File: src/rtl/fir_mac_sequencer.sv
// fir_mac_sequencer: control FSM for a time-multiplexed single-MAC FIR.
// Accepts one sample, walks the tap mux and coefficient ROM across all taps,
// waits out the MAC pipeline, then holds the result until downstream takes it.
//
// state    | meaning
// ---------+-------------------------------------------------------------
// ST_IDLE  | ready for a sample; delay line shifts on the handshake edge
// ST_MAC   | one accumulator update per cycle, tap k = 0 .. NTAPS-1
// ST_DRAIN | MAC pipeline flushing, MAC_LAT cycles
// ST_OUT   | result valid, held until m_ready_i
module fir_mac_sequencer #(
  parameter int NTAPS   = 8,
  parameter int MAC_LAT = 2,
  parameter int AW      = $clog2(NTAPS),
  parameter int FCW     = 16
) (
  input  logic           clk_i,
  input  logic           rst_i,
  input  logic           s_valid_i,
  output logic           s_ready_o,
  output logic           shift_en_o,
  output logic [AW-1:0]  tap_sel_o,
  output logic [AW-1:0]  coef_addr_o,
  output logic           acc_clr_o,
  output logic           acc_en_o,
  output logic           m_valid_o,
  input  logic           m_ready_i,
  output logic           busy_o,
  output logic [FCW-1:0] frame_cnt_o
);

  // Drain counter needs at least one bit even when the pipeline is 0 or 1 deep.
  localparam int DW = (MAC_LAT > 1) ? $clog2(MAC_LAT) : 1;
  localparam logic [AW-1:0] K_LAST = AW'(NTAPS - 1);
  localparam logic [DW-1:0] D_LAST = DW'((MAC_LAT > 0) ? (MAC_LAT - 1) : 0);

  typedef enum logic [1:0] {
    ST_IDLE,
    ST_MAC,
    ST_DRAIN,
    ST_OUT
  } state_t;

  state_t         state_q, state_d;
  logic [AW-1:0]  k_q, k_d;
  logic [DW-1:0]  d_q, d_d;
  logic [FCW-1:0] fc_q, fc_d;

  // Next-state, tap/drain counters and completed-frame counter.
  always_comb begin
    state_d = state_q;
    k_d     = k_q;
    d_d     = d_q;
    fc_d    = fc_q;
    unique case (state_q)
      ST_IDLE: begin
        if (s_valid_i) begin
          state_d = ST_MAC;
          k_d     = '0;
        end
      end
      ST_MAC: begin
        if (k_q == K_LAST) begin
          k_d     = '0;
          d_d     = '0;
          state_d = (MAC_LAT == 0) ? ST_OUT : ST_DRAIN;
        end else begin
          k_d = k_q + 1'b1;
        end
      end
      ST_DRAIN: begin
        if (d_q == D_LAST) begin
          d_d     = '0;
          state_d = ST_OUT;
        end else begin
          d_d = d_q + 1'b1;
        end
      end
      ST_OUT: begin
        if (m_ready_i) begin
          fc_d    = fc_q + 1'b1;
          state_d = ST_IDLE;
        end
      end
      default: state_d = ST_IDLE;
    endcase
  end

  // State and counter registers with synchronous reset.
  always_ff @(posedge clk_i) begin
    if (rst_i) begin
      state_q <= ST_IDLE;
      k_q     <= '0;
      d_q     <= '0;
      fc_q    <= '0;
    end else begin
      state_q <= state_d;
      k_q     <= k_d;
      d_q     <= d_d;
      fc_q    <= fc_d;
    end
  end

  // Output decode from the registered state; everything is forced low during reset.
  always_comb begin
    s_ready_o = 1'b0;
    acc_en_o  = 1'b0;
    acc_clr_o = 1'b0;
    m_valid_o = 1'b0;
    busy_o    = 1'b0;
    tap_sel_o = '0;
    if (!rst_i) begin
      unique case (state_q)
        ST_IDLE: s_ready_o = 1'b1;
        ST_MAC: begin
          acc_en_o  = 1'b1;
          tap_sel_o = k_q;
          acc_clr_o = (k_q == '0);
        end
        ST_OUT:  m_valid_o = 1'b1;
        default: ;
      endcase
      busy_o = (state_q != ST_IDLE);
    end
    // Combinational so the delay line captures on the same edge as the handshake.
    shift_en_o  = s_valid_i & s_ready_o;
    coef_addr_o = tap_sel_o;
  end

  assign frame_cnt_o = fc_q;

endmodule

File: config.mk
export PLATFORM = sky130hd
export DESIGN_NAME = fir_mac_sequencer
export DESIGN_NICKNAME = d
export VERILOG_FILES = /design/src/rtl/fir_mac_sequencer.sv
export SDC_FILE = /design/constraint.sdc
export NUM_CORES = 1
export LEC_CHECK = 0
export CORE_MARGIN = 2
export CORE_UTILIZATION = 35
export DETAILED_ROUTE_END_ITERATION = 7
export HOLD_SLACK_MARGIN = 0.15
export SKIP_CTS_REPAIR_TIMING = 1
export SKIP_LAST_GASP = 1
export SLEW_MARGIN = 20
export SYNTH_ARGS = -nofsm -noshare
export SYNTH_HDL_FRONTEND = slang
export SYNTH_SLANG_ARGS = --single-unit
File: constraint.sdc
create_clock -name clk_i -period 2.1 [get_ports clk_i]
set_input_delay 0.63 -clock clk_i [delete_from_list [all_inputs] [get_ports clk_i]]
set_output_delay 0.63 -clock clk_i [all_outputs]
set_load 0.01 [all_outputs]
==> run metrics <==
area share of the largest cell type after synthesis 36.2%; Yosys cell types 35; initial DRC count 24; cell taking the most area after synthesis dfxtp_1; # placed instances 216; Syn Nets 146; Crit Path Class in2out; drt wl/cell 12.2 um; TNS Setup -0.210 ns; post-route minimum period 2.31 ns; Reg area 445 um^2; fill cell count 339; Leakage 0.788 nW; TritonRoute pass-1 iters 4; clk buf depth 2; CTS tree yes; final worst slack -0.210 ns; DRC viols 0; crit end category primary output; htree depth 1; Multi-input gate area 728 um^2; Post-synth EDFFs 0; post-synthesis mux area share 2.88%; CP cell instances dlymetal6s2s_1 -> buf_6 -> nor2_1 -> clkdlybuf4s50_1; Post-DRT Antenna Nets 0; Synth Cell Area 1220 um^2; clock net sink count 22; cell count after synthesis 134; area of the die 3970 um^2; final WL 2.69 mm; status finished with violations; I/O Buffers 31; post-synthesis sequential area ratio 36.2%; Compound-Gate Fraction of Synth Area 7.09%; Crit path buffers/inverters 3; Starting Density 36.5%; vias in the first global route 1,014; largest net degree at the start of global routing 27; Max rail drop VDD 0.000463 V; worst-path fanout max 26; worst hold path type reg2reg; final instance area 1720 um^2; max-slew violation count 0; asr flop ratio synth 0%; hpwl dp 2.08 mm; Main synth FF type dfxtp_1; crit path max-delay cell type clkdlybuf4s50_1; Max stage delay on crit path 0.54 ns; Startpoint Class input pin; Yosys warning total 0; CTS buffer count 3; Synth top cells by count 24 x nor2_1, 22 x dfxtp_1, 8 x ha_1, 8 x inv_1, 8 x xnor2_1; Synth Area in XOR/XNOR 8.63%; final core utilization 51.5%; count leader, synth nor2_1; #FFs+latches synth 22; Critical Path RT 1.47 ns; syn avg cell area 9.09 um^2; initial antenna violation count 0; worst skew pair latency 0.32 ns; # rows 21; non-filler instance count after layout 221; Area Growth Syn to Fin 41.1%; Worst Skew 0.0129 ns; gp weighted congestion 0.727; I/O pin cnt 32; Core Region 3340 um^2; antenna cells 0; share of layout cells above drive strength 1 22.9%; DP Area 1630 um^2; Vias 1,059; # setup viols final 1; Post-Synth Adder-Cell Area 8.22%; synth top area cells dfxtp_1 36%, ha_1 8.2%, nor2_1 7.4%; simple-gate share of the synthesized area 31.8%; Final nets 188; GR Overflow Total 0; first-pass GRT wire length 4.47 mm; family with the most delay on the worst path buffers and inverters; Die Height 63.0 um; Via-to-Cell Ratio 4.79; failing checks negative setup slack; clock root cell clkbuf_4; Final period util 110%; Clock transition at path regs 0.13 ns; Worst slew margin 78.7%; Cell Pwr Density 752 nW/um^2; GRT Resource Usage Total 13.8%; slew of the pin with the lowest slew margin 0.316 ns; Arr. time, crit path 1.68 ns; largest family of logic cells by synthesized area simple AND/OR/NAND/NOR gates; die width 63.0 um; max_cap viols 0; fmax 433 MHz; Final Hold Fails 0; RSZ-0062 raised after global routing yes
registers in the layout, indices dropped and copies added (netlist names):
register,cells
state_q,2
frame_cnt_o,16
k_q,3
d_q,1
area by class of cell:
| class | count | share of cell area [%] |
|---|---|---|
| multi-input combinational | 98 | 42.4 |
| sequential | 22 | 25.9 |
| timing repair buffer | 43 | 23.5 |
| tap | 46 | 3.35 |
| clock inverter | 1 | 1.75 |
| inverter | 8 | 1.75 |
| clock buffer | 3 | 1.31 |
layout by cell type (no fill, tap or decap), drive strengths merged:
cell type,netlist,layout
nor4,4,4
buf,3,16
and4,1,1
dfxtp,22,22
xor2,4,4
a31o,1,1
a22oi,1,1
nand4,5,5
o21ai,2,2
a211oi,1,1
mux2i,2,2
nor2b,4,4
xnor2,8,8
nor2,24,24
dlymetal6s2s,0,8
nand2,5,5
ha,8,8
or3,1,1
and2,4,4
mux2,1,1
inv,8,8
o2111a,1,1
nor3,5,5
bufinv,0,1
a32oi,3,3
a21oi,3,3
clkdlybuf4s50,0,19
clkbuf,3,3
nand3,5,5
and3b,1,1
nand2b,4,4
logic make-up after synthesis:
| group | count (synthesis) |
|---|---|
| fa+ha+maj | 8 |
| flops | 22 |
| xor+xnor | 12 |
| simple gates | 63 |
| buf+inv | 14 |
| compound gates | 12 |
| mux | 3 |
report_power, final:
group	switching, mW	internal [mW]
clock network	0.133	0.193
registers	0.0277	0.454
logic	0.229	0.254
worst register-to-register path, stage by stage, from the launching register on:
cell     delay, ns
dfxtp_2       0.36
buf_4         0.11
ha_1          0.17
buf_4         0.14
nand2_2       0.12
nor3_4        0.24
nand4_2       0.13
mux2_4        0.30
path summary, 6_finish.rpt:
check | from | to | slack [ns] | depth (start not counted)
worst min register to register | frame_cnt_o[3] | frame_cnt_o[3] | 0.55 | 2
worst max-delay path | rst_i | m_valid_o | -0.21 | 4
worst min-delay path | frame_cnt_o[3] | frame_cnt_o[3] | 0.55 | 2
worst max register to register | state_q[0] | frame_cnt_o[15] | 0.42 | 7
routing by layer:
layer / GRT usage (%) / vias to the layer above / routed length (um)
li1: - / 534 / -
met1: 16.4 / 510 / 1190
met2: 25.8 / 15 / 1430
met3: 2.70 / 0 / 58
met4: 2.50 / 0 / 0
met5: 0 / - / 0
metrics by stage:
stage               worst slack (ns)  power [mW]  hold slack [ns]
floorplan                    0.00264       0.750            0.488
global placement              -0.591       0.946            0.512
detailed placement            -0.632       0.962            0.537
CTS                           -0.630        1.29            0.562
global route                  -0.257        1.39            0.591
finish                        -0.210        1.29            0.554
No activity file was read; power rests on OpenSTA's default activity.
